File: config.mk
export PLATFORM = sky130hd
export DESIGN_NAME = axi4lite_slave_flat
export DESIGN_NICKNAME = d
export VERILOG_FILES = /design/src/rtl/axi4lite_pkg.sv /design/src/rtl/axi4lite_if.sv /design/src/rtl/axi4lite_regfile.sv /design/src/rtl/axi4lite_slave.sv /design/src/flat_wrapper.sv
export SDC_FILE = /design/constraint.sdc
export NUM_CORES = 1
export LEC_CHECK = 0
export BUFFER_PORTS_ARGS = -buffer_cell sky130_fd_sc_hd__buf_2
export CAP_MARGIN = 20
export CORE_MARGIN = 3
export CORE_UTILIZATION = 25
export CTS_CLUSTER_DIAMETER = 100
export CTS_CLUSTER_SIZE = 30
export DETAILED_ROUTE_END_ITERATION = 8
export GPL_TIMING_DRIVEN = 0
export PLACE_DENSITY_LB_ADDON = 0.12
export RECOVER_POWER = 100
export SLEW_MARGIN = 0
export SYNTH_ARGS = -nofsm -noshare
export SYNTH_HDL_FRONTEND = slang
export SYNTH_HIERARCHICAL = 1
export SYNTH_SLANG_ARGS = --single-unit
File: constraint.sdc
create_clock -name bus_A_CLK -period 2.5 [get_ports bus_A_CLK]
set_clock_uncertainty 0.05 [all_clocks]
set_input_delay 0.125 -clock bus_A_CLK [delete_from_list [all_inputs] [get_ports bus_A_CLK]]
set_output_delay 0.125 -clock bus_A_CLK [all_outputs]
set_load 0.01 [all_outputs]
File: src/rtl/axi4lite_pkg.sv
// Shared types and default sizes for the AXI4-Lite register-bank slave.
package axi4lite_pkg;

    localparam int ADDR_WIDTH_DEF = 32;
    localparam int DATA_WIDTH_DEF = 32;
    localparam int NUM_REGS_DEF   = 16;

    typedef enum logic [1:0] {
        OKAY   = 2'b00,
        EXOKAY = 2'b01,
        SLVERR = 2'b10,
        DECERR = 2'b11
    } resp_t;

    typedef enum logic {
        R_IDLE = 1'b0,
        R_DATA = 1'b1
    } rd_state_t;

    typedef enum logic {
        W_IDLE = 1'b0,
        W_RESP = 1'b1
    } wr_state_t;

endpackage

File: src/rtl/axi4lite_if.sv
// AXI4-Lite bus bundle including clock and reset; A_RSTn is active-high despite its name.
interface axi4lite_if #(
    parameter int ADDR_WIDTH = 32,
    parameter int DATA_WIDTH = 32
);
    logic                      A_CLK;
    logic                      A_RSTn;

    logic [ADDR_WIDTH-1:0]     AW_ADDR;
    logic                      AW_VALID;
    logic                      AW_READY;

    logic [DATA_WIDTH-1:0]     W_DATA;
    logic [DATA_WIDTH/8-1:0]   W_STRB;
    logic                      W_VALID;
    logic                      W_READY;

    logic [1:0]                B_RESP;
    logic                      B_VALID;
    logic                      B_READY;

    logic [ADDR_WIDTH-1:0]     AR_ADDR;
    logic                      AR_VALID;
    logic                      AR_READY;

    logic [DATA_WIDTH-1:0]     R_DATA;
    logic [1:0]                R_RESP;
    logic                      R_VALID;
    logic                      R_READY;

    modport slave (
        input  A_CLK, A_RSTn,
        input  AW_ADDR, AW_VALID, output AW_READY,
        input  W_DATA, W_STRB, W_VALID, output W_READY,
        output B_RESP, B_VALID, input B_READY,
        input  AR_ADDR, AR_VALID, output AR_READY,
        output R_DATA, R_RESP, R_VALID, input R_READY
    );

    modport master (
        output A_CLK, A_RSTn,
        output AW_ADDR, AW_VALID, input AW_READY,
        output W_DATA, W_STRB, W_VALID, input W_READY,
        input  B_RESP, B_VALID, output B_READY,
        output AR_ADDR, AR_VALID, input AR_READY,
        input  R_DATA, R_RESP, R_VALID, output R_READY
    );

endinterface

File: src/rtl/axi4lite_regfile.sv
// Register array with a byte-strobed synchronous write port and a combinational read port.
module axi4lite_regfile #(
    parameter int DATA_WIDTH = 32,
    parameter int NUM_REGS   = 16
) (
    input  logic                        clk_i,
    input  logic                        rst_i,
    input  logic                        we_i,
    input  logic [$clog2(NUM_REGS)-1:0] widx_i,
    input  logic [DATA_WIDTH-1:0]       wdata_i,
    input  logic [DATA_WIDTH/8-1:0]     wstrb_i,
    input  logic [$clog2(NUM_REGS)-1:0] ridx_i,
    output logic [DATA_WIDTH-1:0]       rdata_o
);

    logic [DATA_WIDTH-1:0] mem_q [NUM_REGS];

    always_ff @(posedge clk_i) begin
        if (rst_i) begin
            for (int i = 0; i < NUM_REGS; i++) begin
                mem_q[i] <= '0;
            end
        end else if (we_i) begin
            for (int b = 0; b < DATA_WIDTH/8; b++) begin
                if (wstrb_i[b]) begin
                    mem_q[widx_i][8*b +: 8] <= wdata_i[8*b +: 8];
                end
            end
        end
    end

    assign rdata_o = mem_q[ridx_i];

endmodule

File: src/rtl/axi4lite_slave.sv
// AXI4-Lite slave fronting a small register bank; read and write paths run independently.
//   state  | meaning
//   R_IDLE | AR_READY high, waiting for a read address
//   R_DATA | R_VALID high, holding read data until R_READY
//   W_IDLE | collecting AW and W in any order
//   W_RESP | B_VALID high, holding response until B_READY
module axi4lite_slave
    import axi4lite_pkg::*;
#(
    parameter int ADDR_WIDTH = ADDR_WIDTH_DEF,
    parameter int DATA_WIDTH = DATA_WIDTH_DEF,
    parameter int NUM_REGS   = NUM_REGS_DEF
) (
    axi4lite_if.slave bus
);

    localparam int                    IDX_W      = $clog2(NUM_REGS);
    localparam int                    STRB_W     = DATA_WIDTH / 8;
    localparam logic [ADDR_WIDTH-1:0] ADDR_LIMIT = ADDR_WIDTH'(NUM_REGS * 4);

    rd_state_t               rd_state_q;
    logic                    ar_ready_q;
    logic                    r_valid_q;
    logic [DATA_WIDTH-1:0]   r_data_q;
    resp_t                   r_resp_q;

    wr_state_t               wr_state_q;
    logic                    aw_ready_q;
    logic                    w_ready_q;
    logic                    b_valid_q;
    resp_t                   b_resp_q;
    logic [ADDR_WIDTH-1:0]   aw_addr_q;
    logic [DATA_WIDTH-1:0]   w_data_q;
    logic [STRB_W-1:0]       w_strb_q;

    logic                    ar_ok;
    logic                    aw_ok;
    logic                    wr_fire;
    logic                    rf_we;
    logic [DATA_WIDTH-1:0]   rf_rdata;

    assign ar_ok   = bus.AR_ADDR < ADDR_LIMIT;
    assign aw_ok   = aw_addr_q < ADDR_LIMIT;
    // Both channels latched: commit the write on this edge.
    assign wr_fire = (wr_state_q == W_IDLE) && !aw_ready_q && !w_ready_q;
    assign rf_we   = wr_fire && aw_ok;

    axi4lite_regfile #(
        .DATA_WIDTH (DATA_WIDTH),
        .NUM_REGS   (NUM_REGS)
    ) u_regfile (
        .clk_i   (bus.A_CLK),
        .rst_i   (bus.A_RSTn),
        .we_i    (rf_we),
        .widx_i  (aw_addr_q[IDX_W+1:2]),
        .wdata_i (w_data_q),
        .wstrb_i (w_strb_q),
        .ridx_i  (bus.AR_ADDR[IDX_W+1:2]),
        .rdata_o (rf_rdata)
    );

    always_ff @(posedge bus.A_CLK) begin
        if (bus.A_RSTn) begin
            rd_state_q <= R_IDLE;
            ar_ready_q <= 1'b1;
            r_valid_q  <= 1'b0;
            r_data_q   <= '0;
            r_resp_q   <= OKAY;
        end else begin
            case (rd_state_q)
                R_IDLE: begin
                    if (bus.AR_VALID && ar_ready_q) begin
                        r_data_q   <= ar_ok ? rf_rdata : '0;
                        r_resp_q   <= ar_ok ? OKAY : SLVERR;
                        r_valid_q  <= 1'b1;
                        ar_ready_q <= 1'b0;
                        rd_state_q <= R_DATA;
                    end
                end
                R_DATA: begin
                    if (bus.R_READY) begin
                        r_valid_q  <= 1'b0;
                        ar_ready_q <= 1'b1;
                        rd_state_q <= R_IDLE;
                    end
                end
                default: rd_state_q <= R_IDLE;
            endcase
        end
    end

    always_ff @(posedge bus.A_CLK) begin
        if (bus.A_RSTn) begin
            wr_state_q <= W_IDLE;
            aw_ready_q <= 1'b1;
            w_ready_q  <= 1'b1;
            b_valid_q  <= 1'b0;
            b_resp_q   <= OKAY;
            aw_addr_q  <= '0;
            w_data_q   <= '0;
            w_strb_q   <= '0;
        end else begin
            case (wr_state_q)
                W_IDLE: begin
                    if (wr_fire) begin
                        b_valid_q  <= 1'b1;
                        b_resp_q   <= aw_ok ? OKAY : SLVERR;
                        wr_state_q <= W_RESP;
                    end else begin
                        if (bus.AW_VALID && aw_ready_q) begin
                            aw_addr_q  <= bus.AW_ADDR;
                            aw_ready_q <= 1'b0;
                        end
                        if (bus.W_VALID && w_ready_q) begin
                            w_data_q  <= bus.W_DATA;
                            w_strb_q  <= bus.W_STRB;
                            w_ready_q <= 1'b0;
                        end
                    end
                end
                W_RESP: begin
                    if (bus.B_READY) begin
                        b_valid_q  <= 1'b0;
                        aw_ready_q <= 1'b1;
                        w_ready_q  <= 1'b1;
                        wr_state_q <= W_IDLE;
                    end
                end
                default: wr_state_q <= W_IDLE;
            endcase
        end
    end

    assign bus.AR_READY = ar_ready_q;
    assign bus.R_VALID  = r_valid_q;
    assign bus.R_DATA   = r_data_q;
    assign bus.R_RESP   = r_resp_q;
    assign bus.AW_READY = aw_ready_q;
    assign bus.W_READY  = w_ready_q;
    assign bus.B_VALID  = b_valid_q;
    assign bus.B_RESP   = b_resp_q;

endmodule

File: src/flat_wrapper.sv
// flat-port wrapper written by rule: the top's interface ports become plain ports
module axi4lite_slave_flat import axi4lite_pkg::*;
#(
    parameter int ADDR_WIDTH = ADDR_WIDTH_DEF,
    parameter int DATA_WIDTH = DATA_WIDTH_DEF,
    parameter int NUM_REGS   = NUM_REGS_DEF
)
  (bus_A_CLK, bus_A_RSTn, bus_AW_ADDR, bus_AW_VALID, bus_AW_READY, bus_W_DATA, bus_W_STRB, bus_W_VALID, bus_W_READY, bus_B_RESP, bus_B_VALID, bus_B_READY, bus_AR_ADDR, bus_AR_VALID, bus_AR_READY, bus_R_DATA, bus_R_RESP, bus_R_VALID, bus_R_READY);
  axi4lite_if #(.ADDR_WIDTH(ADDR_WIDTH), .DATA_WIDTH(DATA_WIDTH)) bus_i ();
  input wire logic [$bits(bus_i.A_CLK)-1:0] bus_A_CLK;
  input wire logic [$bits(bus_i.A_RSTn)-1:0] bus_A_RSTn;
  input wire logic [$bits(bus_i.AW_ADDR)-1:0] bus_AW_ADDR;
  input wire logic [$bits(bus_i.AW_VALID)-1:0] bus_AW_VALID;
  output wire logic [$bits(bus_i.AW_READY)-1:0] bus_AW_READY;
  input wire logic [$bits(bus_i.W_DATA)-1:0] bus_W_DATA;
  input wire logic [$bits(bus_i.W_STRB)-1:0] bus_W_STRB;
  input wire logic [$bits(bus_i.W_VALID)-1:0] bus_W_VALID;
  output wire logic [$bits(bus_i.W_READY)-1:0] bus_W_READY;
  output wire logic [$bits(bus_i.B_RESP)-1:0] bus_B_RESP;
  output wire logic [$bits(bus_i.B_VALID)-1:0] bus_B_VALID;
  input wire logic [$bits(bus_i.B_READY)-1:0] bus_B_READY;
  input wire logic [$bits(bus_i.AR_ADDR)-1:0] bus_AR_ADDR;
  input wire logic [$bits(bus_i.AR_VALID)-1:0] bus_AR_VALID;
  output wire logic [$bits(bus_i.AR_READY)-1:0] bus_AR_READY;
  output wire logic [$bits(bus_i.R_DATA)-1:0] bus_R_DATA;
  output wire logic [$bits(bus_i.R_RESP)-1:0] bus_R_RESP;
  output wire logic [$bits(bus_i.R_VALID)-1:0] bus_R_VALID;
  input wire logic [$bits(bus_i.R_READY)-1:0] bus_R_READY;
  assign bus_i.A_CLK = bus_A_CLK;
  assign bus_i.A_RSTn = bus_A_RSTn;
  assign bus_i.AW_ADDR = bus_AW_ADDR;
  assign bus_i.AW_VALID = bus_AW_VALID;
  assign bus_AW_READY = bus_i.AW_READY;
  assign bus_i.W_DATA = bus_W_DATA;
  assign bus_i.W_STRB = bus_W_STRB;
  assign bus_i.W_VALID = bus_W_VALID;
  assign bus_W_READY = bus_i.W_READY;
  assign bus_B_RESP = bus_i.B_RESP;
  assign bus_B_VALID = bus_i.B_VALID;
  assign bus_i.B_READY = bus_B_READY;
  assign bus_i.AR_ADDR = bus_AR_ADDR;
  assign bus_i.AR_VALID = bus_AR_VALID;
  assign bus_AR_READY = bus_i.AR_READY;
  assign bus_R_DATA = bus_i.R_DATA;
  assign bus_R_RESP = bus_i.R_RESP;
  assign bus_R_VALID = bus_i.R_VALID;
  assign bus_i.R_READY = bus_R_READY;
  axi4lite_slave #(.ADDR_WIDTH(ADDR_WIDTH), .DATA_WIDTH(DATA_WIDTH), .NUM_REGS(NUM_REGS)) u_core (.bus(bus_i));
endmodule
==> key figures, run 1 <==
Setup path
  – Family with the most delay on the worst path: simple AND/OR/NAND/NOR gates
  – Crit Path Class: reg2reg
  – Worst Path Buf+Inv: 2
  – Arrival time at the worst endpoint: 2.70 ns
  – CP Launch Type: register
  – Crit. End Element: register
  – Critical Path Slowest Stage Cell: o21bai_4
  – R2R setup slack: 0.05 ns
  – WP data required: 2.75 ns
  – Slowest stage delay, CP: 0.54 ns
  – Crit path max fanout: 9
  – Cells along the critical path: buf_2 -> nor2b_1 -> clkbuf_1 -> nand2_1 -> o21bai_4

Layout
  – Layout cells sized above 1: 0.258
  – Syn-to-layout area delta: 23.8%
  – Final instance area: 0.0328 mm2
  – Nets@finish: 2448
  – Fillers: 10500
  – Non-filler cells, final: 3749

Die
  – Top-Level Pins: 148
  – Core ar.: 0.104 mm2
  – Initial core utilization: 0.254
  – Row Count: 118
  – Die Span Y: 332 um
  – Die area: 0.110 mm2
  – Die Width: 332 um

STA
  – Slew Limit Fails: 0
  – Rel. slew slack: 0.193
  – Setup TNS: 0 ns
  – Minimum clock period: 2.45 ns
  – Final worst path period share: 0.981
  – Post-route setup slack: 0.0477 ns
  – Worst-Margin Slew: 1.21 ns
  – Worst hold margin: -0.0137 ns
  – Fmax: 0.408 GHz
  – Final hold vios: 1
  – Endpoints failing setup: 0

Status
  – Failing checks: negative hold slack
  – Outcome: complete, but fails checks

Clock tree
  – CTS tree: built
  – Worst-Skew Late Latency: 0.64 ns
  – H-tree Lvls: 1
  – Clock sink total: 619
  – Clock slew seen by the registers of the worst setup and hold paths: 0.12 ns
  – Root buf cell: clkbuf_16
  – TritonCTS buffer count: 31
  – Clk buf depth: 3

Place
  – Placed Instances: 3558
  – Placed cell area: 0.0291 mm2
  – Pre-CTS setup slack: -1.26 ns
  – Port bufs: 139
  – Routability cong.: 0.807
  – Hpwl dp: 70300 um

Drt
  – Final WL: 96000 um
  – Drt pass-1 iters: 5
  – # DRC: 0
  – Vias: 17800
  – Initial DRC count: 1555
  – Routed Antenna Nets: 0
  – Vias/cell: 4.75
  – DR WL/cell: 25.6 um

Global routing
  – GRT Overall Usage: 0.170
  – Initial antenna violation count: 3
  – Vias in the first global route: 18200
  – Gr ovfl total: 0
  – First-pass GRT wire length: 135000 um
  – Pin count of the biggest net entering global routing: 32

Pwr
  – PD cells: 610 mW/mm2
  – Post-layout power: 0.0200 W
  – Pleak: 11.0 nW
  – Worst vdd ir: 0.454 mV

Yosys
  – Post-synth EDFFs: 512
  – Mapped cell area: 0.0265 mm2
  – Ys flop type: edfxtp_1
  – Register area share after synthesis: 0.661
  – Netlist cell types: 40
  – #FFs+latches synth: 619
  – YS warnings: 6
  – Syn Inst Count: 2020
  – Mean Syn Cell Area: 13.1 um2
  – Share of flip-flops with an asynchronous set or reset: 0

Hold path
  – Min-delay worst type: in2reg

Run
  – Max-Cap Viols: 0
==> synthesized netlist by cell type (3+ instances only) <==
cell,instances,share of area
nand3b_1,7,0.0020
and3b_1,7,0.0023
or2_2,4,0.00094
buf_4,11,0.0031
nor4_2,3,0.0014
mux4_2,128,0.11
and2_1,33,0.0078
buf_6,5,0.0021
a21oi_1,70,0.013
o31ai_2,30,0.014
nor2b_1,9,0.0021
nand3_1,70,0.013
edfxtp_1,512,0.58
clkbuf_1,134,0.019
nand2_1,205,0.029
dfxtp_1,107,0.081
a22oi_1,64,0.018
nor2_1,490,0.069
buf_1,5,0.00071
o21bai_1,60,0.017
buf_2,33,0.0062
nand4_1,3,0.00071
nor4_1,9,0.0021
==> stage by stage <==
step	hold slack (ns)	util
3_5_place_dp	0.294	0.279
3_3_place_gp	0.297	0.277
6_report	-0.0137	0.314
5_1_grt	0.0464	0.314
2_1_floorplan	0.174	-
4_1_cts	0.0137	0.312
==> what timing repair did <==
item / 4_1_cts / 5_1_grt
cloned: 0 / 0
endpoints found under the hold margin: 76 / 0
resized for setup: 265 / 87
pin swaps: 38 / 11
buffers inserted: 45 / 5
hold buffers: 79 / 0
setup endpoints to repair: 982 / 812
==> power breakdown <==
part	switching, W	leakage, nW	internal [W]
clock	0.00381	0.522	0.00259
combinational	0.00121	4.35	0.000810
sequential	0.000152	6.17	0.0115
==> tightest hold or removal path: cells and delay by family <==
family | cells | cell delay (ns)
AND/OR/NAND/NOR | 2 | 0.29
AO/OA/AOI/OAI | 1 | 0.16
buffers and inverters | 1 | 0.08
==> registers in the layout, summed over array words and instances, names as in the netlist <==
register	cells
u_core/w_strb_q	4
u_core/bus.AW_READY	1
u_core/bus.B_VALID	1
u_core/bus.W_READY	1
u_core/wr_state_q	1
u_core/bus.B_RESP	1
u_core/rd_state_q	1
u_core/w_data_q	32
u_core/bus.R_DATA	32
u_core/bus.R_RESP	1
u_core/aw_addr_q	30
u_core/bus.R_VALID	1
u_core/u_regfile/mem_q	512
u_core/bus.AR_READY	1
==> logic make-up after synthesis <==
group	Yosys count	synth area share
flip-flops	619	0.661
other	1	0.000141
buffers and inverters	190	0.0314
AO/OA/AOI/OAI	234	0.0653
multiplexers	128	0.109
AND/OR/NAND/NOR	848	0.134
==> layout by cell type, fill, tap and decap left out, types with 5 or more instances in the layout <==
master,count
a22oi_1,64
dlygate4sd3_1,79
and3b_1,5
nor2b_1,9
buf_4,48
clkbuf_16,34
dfxtp_1,106
edfxtp_1,512
nand2_4,12
buf_12,22
o21bai_4,57
mux4_2,128
nor2_1,488
nor4_1,8
nand3_1,65
a21oi_1,70
and2_1,33
inv_6,5
clkinv_8,7
nand3b_1,7
clkbuf_2,31
nand2_1,169
buf_8,11
nand2_2,24
buf_2,125
o31ai_2,29
nand3_2,5
clkbuf_4,14
buf_6,20
clkbuf_1,117
==> worst paths after layout <==
kind              cells past startpoint                 from                              to
hold / removal                        4      bus_AR_ADDR[10]            u_core/bus.R_RESP[1]
setup / recovery                      5  u_core/aw_addr_q[5]  u_core/u_regfile/mem_q[10][11]
setup reg to reg                      5  u_core/aw_addr_q[5]  u_core/u_regfile/mem_q[10][11]
hold reg to reg                       2  u_core/aw_addr_q[5]             u_core/aw_addr_q[5]
==> cell type report <==
class | instances | area (um2) | share of cell area
Multi-Input combinational cell | 1212 | 9050 | 0.276
Antenna cell | 4 | 10.0 | 0.000305
Timing Repair Buffer | 287 | 2330 | 0.0711
Inverter | 2 | 7.51 | 0.000229
Tap cell | 1380 | 1730 | 0.0526
Clock buffer | 35 | 822 | 0.0250
Clock inverter | 22 | 275 | 0.00839
Sequential cell | 619 | 17500 | 0.534
Buffer | 188 | 1080 | 0.0329
==> metal layers <==
metal	global-route usage	share of wire
met1	0.232	0.44
met2	0.282	0.47
met3	0.0345	0.069
met4	0.0318	0.020
met5	0	0
Power figures use the tool's default switching activity.
==> inputs of run 2 (changes only) <==
--- a/config.mk
+++ b/config.mk
@@ -5,6 +5,7 @@
 export SDC_FILE = /design/constraint.sdc
 export NUM_CORES = 1
 export LEC_CHECK = 0
+export ABC_AREA = 1
 export BUFFER_PORTS_ARGS = -buffer_cell sky130_fd_sc_hd__buf_2
 export CAP_MARGIN = 20
 export CORE_MARGIN = 3
==> run 2 against run 1 <==
  * The run now ends clean
  * Cell area up 4.9%
  * Hold slack better by 0.057 ns
  * Setup slack improved by 0.075 ns
  * Critical path depth fell by 1
  * Maximum frequency rose by 3.2%
  * First-iteration DRC count up 18%
  * Clock power increased by 12%
  * Core utilization is 1.6 points lower
  * Register-to-register slack improved by 0.08 ns
  * Power increased by 8.9%
  * Largest cell class unchanged
  * Largest power group unchanged
==> key figures, run 2 <==
Status
  – Outcome: finished, final reports clean (was complete, but fails checks)

Global routing
  – GRT Overall Usage: 0.190 (was 0.170)
  – Vias in the first global route: 22200 (was 18200)
  – Gr ovfl total: 0 (unchanged)
  – First-pass GRT wire length: 165000 um (was 135000 um)
  – Initial antenna violation count: 3 (unchanged)
  – Pin count of the biggest net entering global routing: 31 (was 32)

Clock tree
  – Clk buf depth: 3 (unchanged)
  – CTS tree: built (unchanged)
  – H-tree Lvls: 2 (was 1)
  – TritonCTS buffer count: 34 (was 31)
  – Clock slew seen by the registers of the worst setup and hold paths: 0.11 ns (was 0.12 ns)
  – Clock sink total: 619 (unchanged)
  – Worst-Skew Late Latency: 0.63 ns (was 0.64 ns)
  – Root buf cell: clkbuf_16 (unchanged)

Setup path
  – Arrival time at the worst endpoint: 2.64 ns (was 2.70 ns)
  – Reg2reg start: u_core/aw_addr_q[3] (was u_core/aw_addr_q[5])
  – Cell mode on critical path: nand2_1
  – R2r worst-path depth: 4 (was 5)
  – CP Launch Type: register (unchanged)
  – WP data required: 2.77 ns (was 2.75 ns)
  – Reg2reg end: u_core/u_regfile/mem_q[11][21] (was u_core/u_regfile/mem_q[10][11])
  – R2R setup slack: 0.12 ns (was 0.05 ns)
  – Crit Path Class: reg2reg (unchanged)
  – Slowest stage delay, CP: 0.50 ns (was 0.54 ns)
  – Crit path max fanout: 9 (unchanged)
  – Critical Path Slowest Stage Cell: nor2_4 (was o21bai_4)
  – Crit. End Element: register (unchanged)
  – Cells along the critical path: nand2_1 -> nor2_4 -> nand2_1 -> nand2_2 (was buf_2 -> nor2b_1 -> clkbuf_1 -> nand2_1 -> o21bai_4)

STA
  – Fmax: 0.421 GHz (was 0.408 GHz)
  – Final worst path period share: 0.951 (was 0.981)
  – Endpoints failing setup: 0 (unchanged)
  – Worst-Margin Slew: 1.37 ns (was 1.21 ns)
  – Minimum clock period: 2.38 ns (was 2.45 ns)
  – Unrepaired setup endpoints after global routing: false
  – Final hold vios: 0 (was 1)
  – Rel. slew slack: 0.0844 (was 0.193)
  – Worst hold margin: 0.0437 ns (was -0.0137 ns)
  – Slew Limit Fails: 0 (unchanged)

Yosys
  – Most frequent cells after synthesis: nand2_1 (785), nor2_1 (570), edfxtp_1 (512), inv_1 (480), nand3_1 (391) (was edfxtp_1 (512), nor2_1 (490), nand2_1 (205), clkbuf_1 (134), mux4_2 (128))
  – Ys flop type: edfxtp_1 (unchanged)
  – Netlist cell types: 28 (was 40)
  – Register area share after synthesis: 0.599 (was 0.661)
  – Post-synth EDFFs: 512 (unchanged)
  – Top-area cell type share of the netlist area: 0.525 (was 0.580)
  – Mean Syn Cell Area: 8.90 um2 (was 13.1 um2)
  – Share of flip-flops with an asynchronous set or reset: 0 (unchanged)
  – Most frequent cell after synthesis: nand2_1 (was edfxtp_1)
  – YS warnings: 6 (unchanged)
  – Leading area contributor after synthesis: edfxtp_1 (unchanged)
  – Mapped cell area: 0.0293 mm2 (was 0.0265 mm2)
  – Top area cells in the synthesized netlist: edfxtp_1 (53%), nand2_1 (10%), dfxtp_1 (7.3%) (was edfxtp_1 (58%), mux4_2 (11%), dfxtp_1 (8.1%))
  – Syn Inst Count: 3286 (was 2020)
  – #FFs+latches synth: 619 (unchanged)

Layout
  – Syn-to-layout area delta: 17.7% (was 23.8%)
  – Flip-flop count of the largest register after layout: 512 (unchanged)
  – Leading cell types in the layout, fill and taps excluded: nand2_1 (730), nor2_1 (571), edfxtp_1 (512), inv_1 (480), nand3_1 (391) (was edfxtp_1 (512), nor2_1 (488), nand2_1 (169), mux4_2 (128), buf_2 (125))
  – Layout cells sized above 1: 0.119 (was 0.258)
  – Non-filler cells, final: 5100 (was 3749)
  – Most common cell after layout, fill and taps aside: nand2_1 (was edfxtp_1)
  – Fillers: 12400 (was 10500)
  – Reg with most FFs: u_core/u_regfile/mem_q (unchanged)
  – Nets@finish: 3668 (was 2448)

Die
  – Row Count: 124 (was 118)
  – Initial core utilization: 0.254 (about the same)
  – Die Width: 348 um (was 332 um)
  – Core ar.: 0.115 mm2 (was 0.104 mm2)
  – Die Span Y: 348 um (was 332 um)
  – Top-Level Pins: 148 (unchanged)
  – Die area: 0.121 mm2 (was 0.110 mm2)

Drt
  – Routed Antenna Nets: 0 (unchanged)
  – Vias: 22900 (was 17800)
  – Drt pass-1 iters: 5 (unchanged)
  – # DRC: 0 (unchanged)
  – Final WL: 117000 um (was 96000 um)
  – Vias/cell: 4.48 (was 4.75)
  – Initial DRC count: 1834 (was 1555)
  – DR WL/cell: 23.0 um (was 25.6 um)

Hold path
  – HP Start: bus_AR_ADDR[11] (was bus_AR_ADDR[10])
  – Min-delay worst type: in2reg (unchanged)
  – Min-Delay Path Depth: 7 (was 4)
  – Worst Hold Endpoint: u_core/bus.R_RESP[1] (unchanged)

Pwr
  – PD cells: 633 mW/mm2 (was 610 mW/mm2)
  – Pleak: 14.5 nW (was 11.0 nW)
  – Worst vdd ir: 0.373 mV (was 0.454 mV)

Place
  – Placed Instances: 4945 (was 3558)
  – Hpwl dp: 84900 um (was 70300 um)
  – Routability cong.: 0.818 (was 0.807)
  – Port bufs: 138 (was 139)

Run
  – Max-Cap Viols: 0 (unchanged)
[run 2: critical path, delay by kind of cell, from the launching register on]
family | cells | cell delay [ns]
flip-flops | 1 | 0.49
AND/OR/NAND/NOR | 4 | 1.53
[run 2: cell type report]
| cell class | instances | area (um2) | area share |
|---|---|---|---|
| sequential | 619 | 17500 | 0.509 |
| clock inverter | 21 | 299 | 0.00869 |
| clock buffer | 41 | 941 | 0.0273 |
| buffer | 177 | 967 | 0.0281 |
| tap | 1512 | 1890 | 0.0550 |
| antenna | 1 | 2.50 | 0.0000727 |
| inverter | 487 | 1830 | 0.0531 |
| multi-input combinational | 2004 | 9220 | 0.268 |
| timing repair buffer | 238 | 1760 | 0.0512 |
[run 2: how the worst max path moves through the flow]
stage / start / to / cells past startpoint
floorplan: u_core/bus.AW_READY / u_core/u_regfile/mem_q[0][10] / 10
global placement: u_core/aw_addr_q[24] / u_core/u_regfile/mem_q[4][8] / 9
detailed placement: u_core/aw_addr_q[24] / u_core/u_regfile/mem_q[4][8] / 9
CTS: u_core/aw_addr_q[24] / u_core/u_regfile/mem_q[2][1] / 11
global route: u_core/bus.AW_READY / u_core/u_regfile/mem_q[11][20] / 10
finish: u_core/aw_addr_q[3] / u_core/u_regfile/mem_q[11][21] / 4
[run 2: stage by stage]
stage	power (W)	setup slack, ns	TNS [ns]	instance area, um2	utilization
finish	0.0218	0.123	0	34400	0.299
global route	0.0226	0.00385	0	34400	0.299
global placement	0.0147	-0.532	-193.39	31800	0.276
CTS	0.0221	0.000898	0	34300	0.297
detailed placement	0.0148	-0.543	-186.85	32000	0.278
floorplan	0.0134	0.288	0	29300	-
[run 2: cells by family after synthesis]
family                 count (synthesis)  share of synthesized area
AOI/OAI and AO/OA                    127                     0.0217
muxes                                 32                     0.0109
other                                  1                   0.000128
and+or+nand+nor                     1843                      0.272
DFF                                  619                      0.599
buffers and inverters                664                     0.0963
[run 2: report_power, final]
| group | switching (W) | leakage, nW | internal [W] | total, W |
|---|---|---|---|---|
| sequential | 0.000174 | 6.17 | 0.0115 | 0.0117 |
| clock | 0.00411 | 0.599 | 0.00305 | 0.00716 |
| combinational | 0.00216 | 7.73 | 0.000772 | 0.00293 |
| total | 0.00644 | 14.5 | 0.0154 | 0.0218 |
[run 2: timing repair]
item                                    CTS  global route
endpoints found under the hold margin    77             0
hold buffers                             79             0
cloned                                    0             0
gates resized for setup                  56            40
pin swaps                                 4             1
buffers inserted                          7             2
endpoints found under the setup margin  605           408
[run 2: routing by layer]
layer / up-vias / share of wire / routed length (um) / track usage
met5: - / 0 / 0 / 0
met4: 0 / 0.023 / 2690 / 0.0470
met3: 112 / 0.049 / 5760 / 0.0227
met2: 657 / 0.45 / 53000 / 0.307
met1: 11200 / 0.47 / 55600 / 0.272
li1: 10900 / - / - / -
==> inputs of run 3 (changes only) <==
--- a/config.mk
+++ b/config.mk
@@ -9,7 +9,7 @@
 export BUFFER_PORTS_ARGS = -buffer_cell sky130_fd_sc_hd__buf_2
 export CAP_MARGIN = 20
 export CORE_MARGIN = 3
-export CORE_UTILIZATION = 25
+export CORE_UTILIZATION = 29
 export CTS_CLUSTER_DIAMETER = 100
 export CTS_CLUSTER_SIZE = 30
 export DETAILED_ROUTE_END_ITERATION = 8
==> constraint.sdc (replaced) <==
create_clock -name bus_A_CLK -period 2.79 [get_ports bus_A_CLK]
set_clock_uncertainty 0.05 [all_clocks]
set_input_delay 0.1395 -clock bus_A_CLK [delete_from_list [all_inputs] [get_ports bus_A_CLK]]
set_output_delay 0.1395 -clock bus_A_CLK [all_outputs]
set_load 0.01 [all_outputs]
==> run 3 against run 2 <==
  * The run now ends with negative hold slack left
  * Clock power down 16%
  * Critical path depth up 2
  * Maximum frequency is 8.9% lower
  * Flip-flop and latch count unchanged
  * Hold slack got worse by 0.045 ns
  * Power down 13%
  * Core utilization grew 4.0 points
  * Clock-buffer cell count decreased by 4
  * Setup slack better by 0.059 ns
  * First-iteration DRC count up 18%
  * Largest power group unchanged
==> key figures, run 3 (same netlist as run 2, synthesis figures left out) <==
Layout
  – Fillers: 10600 (was 12400)
  – Flip-flop count of the largest register after layout: 512 (unchanged)
  – Most common cell after layout, fill and taps aside: nand2_1 (unchanged)
  – Layout cells sized above 1: 0.105 (was 0.119)
  – Reg with most FFs: u_core/u_regfile/mem_q (unchanged)
  – Ant. Diodes: 0 (was 1)
  – Syn-to-layout area delta: 15.0% (was 17.7%)
  – Leading cell types in the layout, fill and taps excluded: nand2_1 (769), nor2_1 (571), edfxtp_1 (512), inv_1 (480), nand3_1 (392) (was nand2_1 (730), nor2_1 (571), edfxtp_1 (512), inv_1 (480), nand3_1 (391))
  – Non-filler cells, final: 4870 (was 5100)
  – Nets@finish: 3665 (was 3668)
  – Final instance area: 0.0337 mm2 (was 0.0344 mm2)

Pwr
  – Pleak: 14.3 nW (was 14.5 nW)
  – PD cells: 566 mW/mm2 (was 633 mW/mm2)
  – Worst vdd ir: 0.503 mV (was 0.373 mV)

Setup path
  – Cells along the critical path: nand2_2 -> nor2_2 -> nand2_2 -> nand2_1 -> clkbuf_4 -> nor2_1 (was nand2_1 -> nor2_4 -> nand2_1 -> nand2_2)
  – CP Launch Point: u_core/bus.AR_READY (was u_core/aw_addr_q[3])
  – Cell mode on critical path: nand2_2 (was nand2_1)
  – Crit Path Class: reg2reg (unchanged)
  – R2R setup slack: 0.18 ns (was 0.12 ns)
  – Reg2reg end: u_core/bus.R_DATA[4] (was u_core/u_regfile/mem_q[11][21])
  – Slowest stage delay, CP: 0.92 ns (was 0.50 ns)
  – Arrival time at the worst endpoint: 3.11 ns (was 2.64 ns)
  – WP data required: 3.29 ns (was 2.77 ns)
  – Reg2reg start: u_core/bus.AR_READY (was u_core/aw_addr_q[3])
  – Crit. End Element: register (unchanged)
  – Crit path max fanout: 10 (was 9)
  – End point of the critical path: u_core/bus.R_DATA[4] (was u_core/u_regfile/mem_q[11][21])
  – Critical Path Slowest Stage Cell: nor2_2 (was nor2_4)
  – CP Launch Type: register (unchanged)
  – R2r worst-path depth: 6 (was 4)

STA
  – Minimum clock period: 2.61 ns (was 2.38 ns)
  – Fmax: 0.383 GHz (was 0.421 GHz)
  – Worst-Margin Slew: 1.24 ns (was 1.37 ns)
  – Final worst path period share: 0.935 (was 0.951)
  – Unrepaired setup endpoints after global routing: false (unchanged)
  – Rel. slew slack: 0.170 (was 0.0844)
  – Final hold vios: 1 (was 0)
  – Endpoints failing setup: 0 (unchanged)
  – Setup TNS: 0 ns (unchanged)
  – Worst hold margin: -0.00140 ns (was 0.0437 ns)
  – Slew Limit Fails: 0 (unchanged)

Die
  – Initial core utilization: 0.295 (was 0.254)
  – Core ar.: 0.0993 mm2 (was 0.115 mm2)
  – Die Width: 324 um (was 348 um)
  – Die Span Y: 324 um (was 348 um)
  – Row Count: 115 (was 124)
  – Top-Level Pins: 148 (unchanged)
  – Die area: 0.105 mm2 (was 0.121 mm2)

Global routing
  – Vias in the first global route: 22000 (was 22200)
  – Pin count of the biggest net entering global routing: 32 (was 31)
  – First-pass GRT wire length: 161000 um (was 165000 um)
  – GRT Overall Usage: 0.214 (was 0.190)
  – Gr ovfl total: 0 (unchanged)
  – Initial antenna violation count: 0 (was 3)

Hold path
  – Min-delay worst type: in2reg (unchanged)

Drt
  – DR WL/cell: 23.2 um (was 23.0 um)
  – Initial DRC count: 2163 (was 1834)
  – Vias/cell: 4.75 (was 4.48)
  – # DRC: 0 (unchanged)
  – Drt pass-1 iters: 5 (unchanged)
  – Final WL: 113000 um (was 117000 um)
  – Vias: 23100 (was 22900)
  – Routed Antenna Nets: 0 (unchanged)

Status
  – Failing checks: negative hold slack
  – Outcome: complete, but fails checks (was finished, final reports clean)

Place
  – Placed cell area: 0.0317 mm2 (was 0.0320 mm2)
  – Hpwl dp: 80500 um (was 84900 um)
  – Port bufs: 138 (unchanged)
  – Routability cong.: 0.842 (was 0.818)
  – Placed Instances: 4719 (was 4945)

Clock tree
  – Worst-Skew Late Latency: 0.68 ns (was 0.63 ns)
  – Clk buf depth: 3 (unchanged)
  – CTS tree: built (unchanged)
  – H-tree Lvls: 1 (was 2)
  – TritonCTS buffer count: 31 (was 34)
  – Clock slew seen by the registers of the worst setup and hold paths: 0.11 ns (about the same)
  – Root buf cell: clkbuf_16 (unchanged)
  – Clock sink total: 619 (unchanged)

Run
  – Max-Cap Viols: 0 (unchanged)
run 3: worst min-delay path by stage:
stage | from | endpoint | slack (ns) | cells past startpoint
after floorplan | bus_R_READY | u_core/bus.AR_READY | 0.23 | 2
after detailed placement | bus_R_READY | u_core/bus.AR_READY | 0.35 | 3
after global routing | bus_AW_VALID | u_core/aw_addr_q[20] | 0.02 | 4
after CTS | bus_AR_ADDR[11] | u_core/bus.R_RESP[1] | 0.0009 | 7
final | bus_AR_ADDR[11] | u_core/bus.R_RESP[1] | -0.001 | 7
after global placement | bus_R_READY | u_core/bus.AR_READY | 0.34 | 3
run 3: power breakdown:
group	internal [W]	leakage, nW	switching [W]
Sequential	0.0103	6.17	0.000152
Combinational	0.000671	7.61	0.00190
Clock	0.00241	0.556	0.00357
run 3: layout make-up:
| type | count | area (um2) | share of cell area |
|---|---|---|---|
| Inverter | 487 | 1830 | 0.0543 |
| Timing Repair Buffer | 238 | 1690 | 0.0501 |
| Sequential cell | 619 | 17500 | 0.520 |
| Clock inverter | 21 | 290 | 0.00863 |
| Buffer | 177 | 953 | 0.0283 |
| Multi-Input combinational cell | 2004 | 8930 | 0.265 |
| Clock buffer | 37 | 840 | 0.0249 |
| Tap cell | 1287 | 1610 | 0.0478 |
run 3: layer usage:
layer  track usage  share of wire  vias up  routed length [um]
met1         0.302           0.45    11400               51200
met2         0.353           0.46      706               52100
li1              -              -    10900                   -
met3        0.0309          0.064      103                7280
met5             0              0        -                   0
met4        0.0408          0.021        0                2390
run 3: metrics by stage:
step,hold WS [ns],worst slack [ns],power (W),util
CTS,0.000903,0.00158,0.0193,0.340
finish,-0.00140,0.182,0.0190,0.339
floorplan,0.230,0.578,0.0120,-
detailed placement,0.346,-0.177,0.0132,0.319
global route,0.0233,0.0131,0.0197,0.339
global placement,0.341,-0.174,0.0132,0.318
run 3: worst max-delay path: cells and delay by family (launching register included):
family,cells,cell delay (ns)
simple gates,5,1.65
flops,1,0.39
buf+inv,1,0.39
run 3: what timing repair did:
action	CTS	global route
hold buffers	86	0
pin swaps	2	0
gates resized for setup	17	12
buffers inserted	5	1
endpoints found under the setup margin	377	197
hold endpoints to repair	91	0
